**src/rtl/rv3n_func_alu_pkg.sv**
```systemverilog
// Shared constants for the rv3n ALU: class/op codes, para bit positions and
// the packed view of the 8-bit para field.
package rv3n_func_alu_pkg;

   localparam logic [2:0] ALU_CLS_MISC = 3'b000;
   localparam logic [2:0] ALU_CLS_SUB  = 3'b001;
   localparam logic [2:0] ALU_CLS_SLL  = 3'b010;
   localparam logic [2:0] ALU_CLS_SRL  = 3'b011;
   localparam logic [2:0] ALU_CLS_SRA  = 3'b100;

   localparam logic [2:0] ALU_OP_ADD  = 3'd0;
   localparam logic [2:0] ALU_OP_SLT  = 3'd1;
   localparam logic [2:0] ALU_OP_SLTU = 3'd2;
   localparam logic [2:0] ALU_OP_XOR  = 3'd3;
   localparam logic [2:0] ALU_OP_OR   = 3'd4;
   localparam logic [2:0] ALU_OP_AND  = 3'd5;

   localparam int ALU_PARA_OP_LSB  = 0;
   localparam int ALU_PARA_CLS_LSB = 3;
   localparam int ALU_PARA_PC      = 6;
   localparam int ALU_PARA_WORD    = 7;

   // Field order mirrors the para bit positions above, MSB first.
   typedef struct packed {
      logic       word;
      logic       pc_sel;
      logic [2:0] cls;
      logic [2:0] op;
   } alu_para_t;

endpackage

```
**src/rtl/rv3n_func_alu_if.sv**
```systemverilog
// Issue-side request and writeback-side acknowledge bundle of the rv3n ALU.
interface rv3n_func_alu_if #(
   parameter int XLEN = 32
);
   logic            func_alu_req_valid;
   logic [7:0]      func_alu_req_para;
   logic [XLEN-1:0] func_alu_req_pc;
   logic [XLEN-1:0] func_alu_req_operand0;
   logic [XLEN-1:0] func_alu_req_operand1;
   logic            func_alu_ack_valid;
   logic [XLEN-1:0] func_alu_ack_data;
   logic            func_alu_ack_ready;
   logic            func_alu_ack_busy;

   modport master (
      output func_alu_req_valid, func_alu_req_para, func_alu_req_pc,
             func_alu_req_operand0, func_alu_req_operand1, func_alu_ack_ready,
      input  func_alu_ack_valid, func_alu_ack_data, func_alu_ack_busy
   );

   modport slave (
      input  func_alu_req_valid, func_alu_req_para, func_alu_req_pc,
             func_alu_req_operand0, func_alu_req_operand1, func_alu_ack_ready,
      output func_alu_ack_valid, func_alu_ack_data, func_alu_ack_busy
   );

endinterface

```
**src/rtl/rv3n_func_alu_queue.sv**
```systemverilog
// In-order result queue: DEPTH entries, registered occupancy drives valid/full.
// Storage is not reset; only count and pointers are.
module rv3n_func_alu_queue #(
   parameter int XLEN  = 32,
   parameter int DEPTH = 2
) (
   input  logic            clk,
   input  logic            rst,
   input  logic            push_i,
   input  logic [XLEN-1:0] data_i,
   input  logic            pop_i,
   output logic            valid_o,
   output logic [XLEN-1:0] head_o,
   output logic            full_o
);

   localparam int PW = (DEPTH > 1) ? $clog2(DEPTH) : 1;
   localparam int CW = $clog2(DEPTH + 1);

   logic [XLEN-1:0] mem_q [DEPTH];
   logic [PW-1:0]   wr_ptr_q, wr_ptr_d;
   logic [PW-1:0]   rd_ptr_q, rd_ptr_d;
   logic [CW-1:0]   count_q, count_d;
   logic            do_push, do_pop;

   function automatic logic [PW-1:0] ptr_inc(input logic [PW-1:0] p);
      return (p == PW'(DEPTH - 1)) ? '0 : p + 1'b1;
   endfunction

   assign full_o  = (count_q == CW'(DEPTH));
   assign valid_o = (count_q != '0);
   assign do_push = push_i && !full_o;
   assign do_pop  = pop_i && valid_o;

   always_comb begin
      wr_ptr_d = do_push ? ptr_inc(wr_ptr_q) : wr_ptr_q;
      rd_ptr_d = do_pop  ? ptr_inc(rd_ptr_q) : rd_ptr_q;
      count_d  = count_q;
      if (do_push && !do_pop)
         count_d = count_q + 1'b1;
      else if (do_pop && !do_push)
         count_d = count_q - 1'b1;
   end

   always_ff @(posedge clk) begin
      if (rst) begin
         wr_ptr_q <= '0;
         rd_ptr_q <= '0;
         count_q  <= '0;
      end else begin
         wr_ptr_q <= wr_ptr_d;
         rd_ptr_q <= rd_ptr_d;
         count_q  <= count_d;
      end
   end

   always_ff @(posedge clk) begin
      if (do_push)
         mem_q[wr_ptr_q] <= data_i;
   end

   // Empty queue presents zero so consumers never see a stale entry.
   assign head_o = valid_o ? mem_q[rd_ptr_q] : '0;

endmodule

```
**src/rtl/rv3n_func_alu.sv**
```systemverilog
// rv3n integer ALU: combinational op datapath feeding a registered result queue.
// Define RV3N_FUNC_ALU_WORD_EN to enable RV64 word ops (para[7]) when XLEN=64.
module rv3n_func_alu
   import rv3n_func_alu_pkg::*;
#(
   parameter  int XLEN  = 32,
   parameter  int DEPTH = 2,
   localparam int SHW   = $clog2(XLEN)
) (
   input logic             clk,
   input logic             rst,
   rv3n_func_alu_if.slave  alu_if
);

`ifdef RV3N_FUNC_ALU_WORD_EN
   localparam logic WORD_EN = (XLEN == 64);
`else
   localparam logic WORD_EN = 1'b0;
`endif

   alu_para_t       para;
   logic [XLEN-1:0] result;
   logic            accept;
   logic            pop;

   function automatic logic [XLEN-1:0] alu_calc(
      input alu_para_t       p,
      input logic            word,
      input logic [XLEN-1:0] pc,
      input logic [XLEN-1:0] a,
      input logic [XLEN-1:0] b
   );
      logic [XLEN-1:0] src0;
      logic [XLEN-1:0] full;
      logic [31:0]     w;
      logic [SHW-1:0]  sh;
      logic [4:0]      shw;
      logic            word_cls;
      src0     = p.pc_sel ? pc : a;
      sh       = b[SHW-1:0];
      shw      = b[4:0];
      full     = '0;
      w        = '0;
      word_cls = 1'b0;
      case (p.cls)
         ALU_CLS_MISC: begin
            case (p.op)
               ALU_OP_ADD: begin
                  full     = src0 + b;
                  w        = src0[31:0] + b[31:0];
                  word_cls = 1'b1;
               end
               ALU_OP_SLT:  full[0] = ($signed(a) < $signed(b));
               ALU_OP_SLTU: full[0] = (a < b);
               ALU_OP_XOR:  full    = a ^ b;
               ALU_OP_OR:   full    = a | b;
               ALU_OP_AND:  full    = a & b;
               default:     full    = '0;
            endcase
         end
         ALU_CLS_SUB: begin
            full     = a - b;
            w        = a[31:0] - b[31:0];
            word_cls = 1'b1;
         end
         ALU_CLS_SLL: begin
            full     = a << sh;
            w        = a[31:0] << shw;
            word_cls = 1'b1;
         end
         ALU_CLS_SRL: begin
            full     = a >> sh;
            w        = a[31:0] >> shw;
            word_cls = 1'b1;
         end
         ALU_CLS_SRA: begin
            full     = $signed(a) >>> sh;
            w        = $signed(a[31:0]) >>> shw;
            word_cls = 1'b1;
         end
         default: full = '0;
      endcase
      // Word results are the low 32 bits sign-extended to XLEN.
      return (word && word_cls) ? XLEN'($signed(w)) : full;
   endfunction

   assign para   = alu_para_t'(alu_if.func_alu_req_para);
   assign result = alu_calc(para, para.word & WORD_EN, alu_if.func_alu_req_pc,
                            alu_if.func_alu_req_operand0, alu_if.func_alu_req_operand1);

   // Busy depends only on registered occupancy, so a full queue blocks a push
   // even in a cycle where the head is popped.
   assign accept = alu_if.func_alu_req_valid && !alu_if.func_alu_ack_busy && !rst;
   assign pop    = alu_if.func_alu_ack_valid && alu_if.func_alu_ack_ready;

   rv3n_func_alu_queue #(
      .XLEN  (XLEN),
      .DEPTH (DEPTH)
   ) u_queue (
      .clk     (clk),
      .rst     (rst),
      .push_i  (accept),
      .data_i  (result),
      .pop_i   (pop),
      .valid_o (alu_if.func_alu_ack_valid),
      .head_o  (alu_if.func_alu_ack_data),
      .full_o  (alu_if.func_alu_ack_busy)
   );

endmodule

```
**src/flat_wrapper.sv**
```systemverilog
// flat-port wrapper written by rule: the top's interface ports become plain ports
module rv3n_func_alu_flat import rv3n_func_alu_pkg::*;
#(
   parameter  int XLEN  = 32,
   parameter  int DEPTH = 2,
   localparam int SHW   = $clog2(XLEN)
)
  (clk, rst, alu_if_func_alu_req_valid, alu_if_func_alu_req_para, alu_if_func_alu_req_pc, alu_if_func_alu_req_operand0, alu_if_func_alu_req_operand1, alu_if_func_alu_ack_ready, alu_if_func_alu_ack_valid, alu_if_func_alu_ack_data, alu_if_func_alu_ack_busy);
  rv3n_func_alu_if #(.XLEN(XLEN)) alu_if_i ();
  input logic clk;
  input logic rst;
  input wire logic [$bits(alu_if_i.func_alu_req_valid)-1:0] alu_if_func_alu_req_valid;
  input wire logic [$bits(alu_if_i.func_alu_req_para)-1:0] alu_if_func_alu_req_para;
  input wire logic [$bits(alu_if_i.func_alu_req_pc)-1:0] alu_if_func_alu_req_pc;
  input wire logic [$bits(alu_if_i.func_alu_req_operand0)-1:0] alu_if_func_alu_req_operand0;
  input wire logic [$bits(alu_if_i.func_alu_req_operand1)-1:0] alu_if_func_alu_req_operand1;
  input wire logic [$bits(alu_if_i.func_alu_ack_ready)-1:0] alu_if_func_alu_ack_ready;
  output wire logic [$bits(alu_if_i.func_alu_ack_valid)-1:0] alu_if_func_alu_ack_valid;
  output wire logic [$bits(alu_if_i.func_alu_ack_data)-1:0] alu_if_func_alu_ack_data;
  output wire logic [$bits(alu_if_i.func_alu_ack_busy)-1:0] alu_if_func_alu_ack_busy;
  assign alu_if_i.func_alu_req_valid = alu_if_func_alu_req_valid;
  assign alu_if_i.func_alu_req_para = alu_if_func_alu_req_para;
  assign alu_if_i.func_alu_req_pc = alu_if_func_alu_req_pc;
  assign alu_if_i.func_alu_req_operand0 = alu_if_func_alu_req_operand0;
  assign alu_if_i.func_alu_req_operand1 = alu_if_func_alu_req_operand1;
  assign alu_if_i.func_alu_ack_ready = alu_if_func_alu_ack_ready;
  assign alu_if_func_alu_ack_valid = alu_if_i.func_alu_ack_valid;
  assign alu_if_func_alu_ack_data = alu_if_i.func_alu_ack_data;
  assign alu_if_func_alu_ack_busy = alu_if_i.func_alu_ack_busy;
  rv3n_func_alu #(.XLEN(XLEN), .DEPTH(DEPTH)) u_core (.clk(clk), .rst(rst), .alu_if(alu_if_i));
endmodule
```
**config.mk**
```make
export PLATFORM = sky130hd
export DESIGN_NAME = rv3n_func_alu_flat
export DESIGN_NICKNAME = d
export VERILOG_FILES = /design/src/rtl/rv3n_func_alu_pkg.sv /design/src/rtl/rv3n_func_alu_if.sv /design/src/rtl/rv3n_func_alu_queue.sv /design/src/rtl/rv3n_func_alu.sv /design/src/flat_wrapper.sv
export SDC_FILE = /design/constraint.sdc
export NUM_CORES = 1
export LEC_CHECK = 0
export CORE_ASPECT_RATIO = 1.5
export CORE_MARGIN = 2
export CORE_UTILIZATION = 45
export DETAILED_ROUTE_END_ITERATION = 12
export GPL_ROUTABILITY_DRIVEN = 0
export PLACE_DENSITY = 0.66
export SYNTH_ARGS = -nofsm -noshare
export SYNTH_HDL_FRONTEND = slang
export SYNTH_SLANG_ARGS = --single-unit
```
**constraint.sdc**
```tcl
create_clock -name clk -period 5.2 [get_ports clk]
set_input_delay 0.52 -clock clk [delete_from_list [all_inputs] [get_ports clk]]
set_output_delay 0.52 -clock clk [all_outputs]
set_load 0.005 [all_outputs]
```
==> impl_metrics.csv <==
group,metric,value,unit
run_status,status,"complete, no violations",
floorplanning,io_pins,142,
timing,worstMarginPinSlew,1.15,ns
place,dp_hpwl,38.1,mm
cells_and_area,final_util,52.7,%
clock_network,cts_buffers,9,
setup_path,critPathTopFamily,"compound AO/OA/AOI/OAI gates",
yosys,ys_async_sr_fraction,0,%
cells_and_area,fillers,2699,
clock_network,cts_tree,"done",
place,pre_cts_slack,0.715,ns
yosys,synth_warnings,0,
cells_and_area,stdcell_count,2110,
clock_network,post-cts-setup-buffers,0,
yosys,seq_area_frac_synth,16.3,%
yosys,synthCells,1678,
setup_path,max_stage_delay,0.57,ns
place,dp_cells,2094,
timing,slew_headroom,22.7,%
timing,rsz0062_at_grt,"false",
worst_hold_path,hold_class,"flip-flop to flip-flop",
place,portBuffers,140,
route,antenna_left,0,
clock_network,clk_pin_slew_worst_paths,0.05,ns
floorplanning,die_x,140,um
cells_and_area,drive_above_1_share,7.30,%
power_and_ir_drop,p_seq_share,24.6,%
clock_network,holdBufCountCts,0,
clock_network,htreeDepth,3,
timing,finalCriticalPeriod,4.24,ns
global_routing,track_usage,32.5,%
setup_path,path_cells,"clkdlybuf4s50_1 > inv_1 > o21ai_0 > ha_1 > inv_1 > fa_1 > nand2b_1 > a21oi_1 > buf_4 > o31ai_1 > nand2_1 > a211oi_1 > nor3_1 > nor3_1 > xor2_1 > o211ai_1",
setup_path,crit_required,5.25,ns
timing,clock_skew,0.00369,ns
yosys,ys.flop_type,"edfxtp_1",
timing,fin_crit_sh,81.6,%
floorplanning,coreArea,27200,sq um
timing,setup_viol,0,
power_and_ir_drop,p_switching,1.27,mW
clock_network,cts-resized-gates,0,
floorplanning,start_util,45.6,%
timing,tns,0,ns
setup_path,worstSetupEndpointType,"flip-flop",
cells_and_area,num-nets-final,2002,
floorplanning,row_count,74,
global_routing,globalRouteOverflowTotal,0,
global_routing,grt_first_pass_wirelength,73.5,mm
clock_network,clock_latency,0.32,ns
power_and_ir_drop,combPwrFrac,58.8,%
route,first_pass_iters,7,
power_and_ir_drop,switching_share,41.3,%
power_and_ir_drop,power_leakage,5.84,nW
clock_network,ctsLongestPathBuffers,2,
setup_path,cp_slowest_cell,"a211oi_1",
power_and_ir_drop,intPower,1.81,mW
setup_path,worstSetupPathType,"primary input to flip-flop",
clock_network,cts.sinks,69,
route,vias_per_cell,6.45,
yosys,synth_edf_count,64,
cells_and_area,synthToLayoutAreaGrowth,15.8,%
power_and_ir_drop,p_clk_share,16.6,%
setup_path,cp_num_buf_inv,4,
timing,drv_slew,0,
route,vias,13619,
floorplanning,die_area,28900,sq um
route,drt_iter0_drc,1268,
route,drc,0,
timing,fmax,236,MHz
timing,worst_slack,0.958,ns
global_routing,grt_pass1_vias,12822,
clock_network,cts-root-buf,"clkbuf_16",
yosys,syn_area,12400,sq um
setup_path,critPathLaunchType,"primary input",
flow_run,maxCapViolCount,0,
setup_path,crit_arrival,4.29,ns
setup_path,path_max_fanout,5,
timing,hold_violations,0,
floorplanning,fp.dieH,207,um
global_routing,grt_max_degree,74,
yosys,syn_area_per_cell,7.39,sq um
timing,holdWs,0.504,ns
yosys,synth_seq_cells,69,
power_and_ir_drop,p_per_area,214,nW/um^2
route,wirelength,48.4,mm
power_and_ir_drop,ir_drop,541,uV
yosys,synthDistinctLibCells,80,
yosys,syn-num-nets,1917,
route,wl_per_cell,22.9,um
global_routing,grt_antenna_before_repair,2,
-- worst register-to-register path: stages (launching register included) --
cell	delay [ns]
dfxtp_1	0.41
nor2b_1	0.09
nor3b_1	0.43
nor2b_2	0.22
buf_4	0.38
-- cell usage in the layout (no fill, tap or decap), types with 6 or more instances in the layout --
cell type,count
a211o_1,8
a211oi_1,43
a21o_1,22
a21oi_1,125
a221o_1,6
a221oi_1,12
a222oi_1,7
a22oi_1,20
a311oi_1,6
a31oi_1,17
and2_1,12
and3_1,7
buf_4,50
clkbuf_16,9
clkdlybuf4s50_1,134
edfxtp_1,64
ha_1,129
inv_1,99
mux2_2,14
mux2i_1,77
mux4_2,23
nand2_1,203
nand2b_1,21
nand3_1,18
nand4_1,6
nor2_1,181
nor2b_1,15
nor3_1,31
nor4_1,12
o211ai_1,20
o21a_1,13
o21ai_0,158
o21ai_1,8
o21bai_1,10
o221ai_1,10
o22ai_1,14
o31ai_1,10
or2_2,6
xnor2_1,34
xor2_1,16
-- cells by family (layout without fill, tap and decap cells) --
family | Yosys count | in the layout | share of synthesized area, %
compound gates | 557 | 557 | 28.9
xor+xnor | 50 | 50 | 3.53
fa+ha+maj | 131 | 131 | 13.3
buf+inv | 217 | 305 | 7.00
flops | 69 | 69 | 16.3
mux | 114 | 114 | 11.7
other cells | 0 | 2 | 0
simple gates | 540 | 540 | 19.3
-- power groups by stage --
stage / clock network [mW] / registers, mW / logic, mW
5_1_grt: 0.541 / 0.765 / 1.96
3_3_place_gp: 0 / 0.764 / 1.75
3_5_place_dp: 0 / 0.768 / 1.76
2_1_floorplan: 0 / 0.713 / 1.11
6_report: 0.511 / 0.755 / 1.81
4_1_cts: 0.519 / 0.757 / 1.77
-- final timing paths --
check | end | from | depth (start not counted) | slack [ns]
worst max-delay path | u_core.u_queue.mem_q[1][28]$_DFFE_PP_ | alu_if_func_alu_req_operand0[0] | 16 | 0.96
worst min-delay path | u_core.u_queue.count_q[1]$_SDFFE_PP0P_ | u_core.u_queue.count_q[1]$_SDFFE_PP0P_ | 2 | 0.50
worst max register to register | u_core.u_queue.mem_q[0][21]$_DFFE_PP_ | u_core.u_queue.count_q[0]$_SDFFE_PP0P_ | 4 | 3.28
worst min register to register | u_core.u_queue.count_q[1]$_SDFFE_PP0P_ | u_core.u_queue.count_q[1]$_SDFFE_PP0P_ | 2 | 0.50
-- state kept, by name, summed over array words and instances, names as in the netlist, named ones only --
signal,cells
u_core.u_queue.count_q,2
u_core.u_queue.mem_q,64
u_core.u_queue.rd_ptr_q,1
u_core.u_queue.wr_ptr_q,1
-- per-layer routing --
metal / track usage, % / part of all wire [%] / up-vias
met5: 0 / 0 / -
met4: 30.5 / 12 / 0
met3: 4.50 / 7.8 / 245
met2: 52.9 / 45 / 809
met1: 36.2 / 35 / 6252
li1: - / - / 6313
-- synthesized netlist by cell type, drive strengths merged, types with 4 or more instances --
master | instances | area, sq um
nand2 | 203 | 762
nor2 | 183 | 687
o21ai | 167 | 836
ha | 129 | 1610
a21oi | 126 | 634
inv | 101 | 379
clkbuf | 77 | 289
mux2i | 77 | 771
edfxtp | 64 | 1920
a211oi | 46 | 360
buf | 38 | 196
xnor2 | 34 | 298
nor3 | 31 | 155
mux4 | 23 | 518
a21o | 22 | 165
nand2b | 21 | 131
a22oi | 20 | 150
o211ai | 20 | 150
nand3 | 18 | 90.1
a31oi | 17 | 106
nor2b | 16 | 100
xor2 | 16 | 140
o22ai | 15 | 100
mux2 | 14 | 158
nor4 | 13 | 87.6
o21a | 13 | 97.6
a221oi | 12 | 105
and2 | 12 | 75.1
o221ai | 12 | 118
o21bai | 10 | 75.1
o31ai | 10 | 75.1
a211o | 8 | 70.1
or2 | 8 | 50.1
a222oi | 7 | 70.1
and3 | 7 | 43.8
a221o | 6 | 60.1
a311oi | 6 | 52.6
nand4 | 6 | 37.5
dfxtp | 5 | 100
nor3b | 5 | 37.5
or3 | 5 | 31.3
a21boi | 4 | 30.0
-- stage by stage --
step | power (mW) | area (sq um)
CTS | 3.05 | 14300
global placement | 2.51 | 14100
detailed placement | 2.53 | 14100
floorplan | 1.83 | 12400
finish | 3.07 | 14400
global route | 3.26 | 14400
-- final cells by class --
| class | count | area, sq um | area share [%] |
|---|---|---|---|
| multi-input cells | 1392 | 9530 | 66.4 |
| inverters | 102 | 383 | 2.67 |
| flip-flops and latches | 69 | 2020 | 14.1 |
| clock buffers | 10 | 229 | 1.60 |
| clock inverters | 4 | 17.5 | 0.122 |
| repair buffers | 189 | 1740 | 12.1 |
| well taps | 342 | 428 | 2.98 |
| diodes | 2 | 5.00 | 0.0349 |
(Power assumes the default switching activity.)
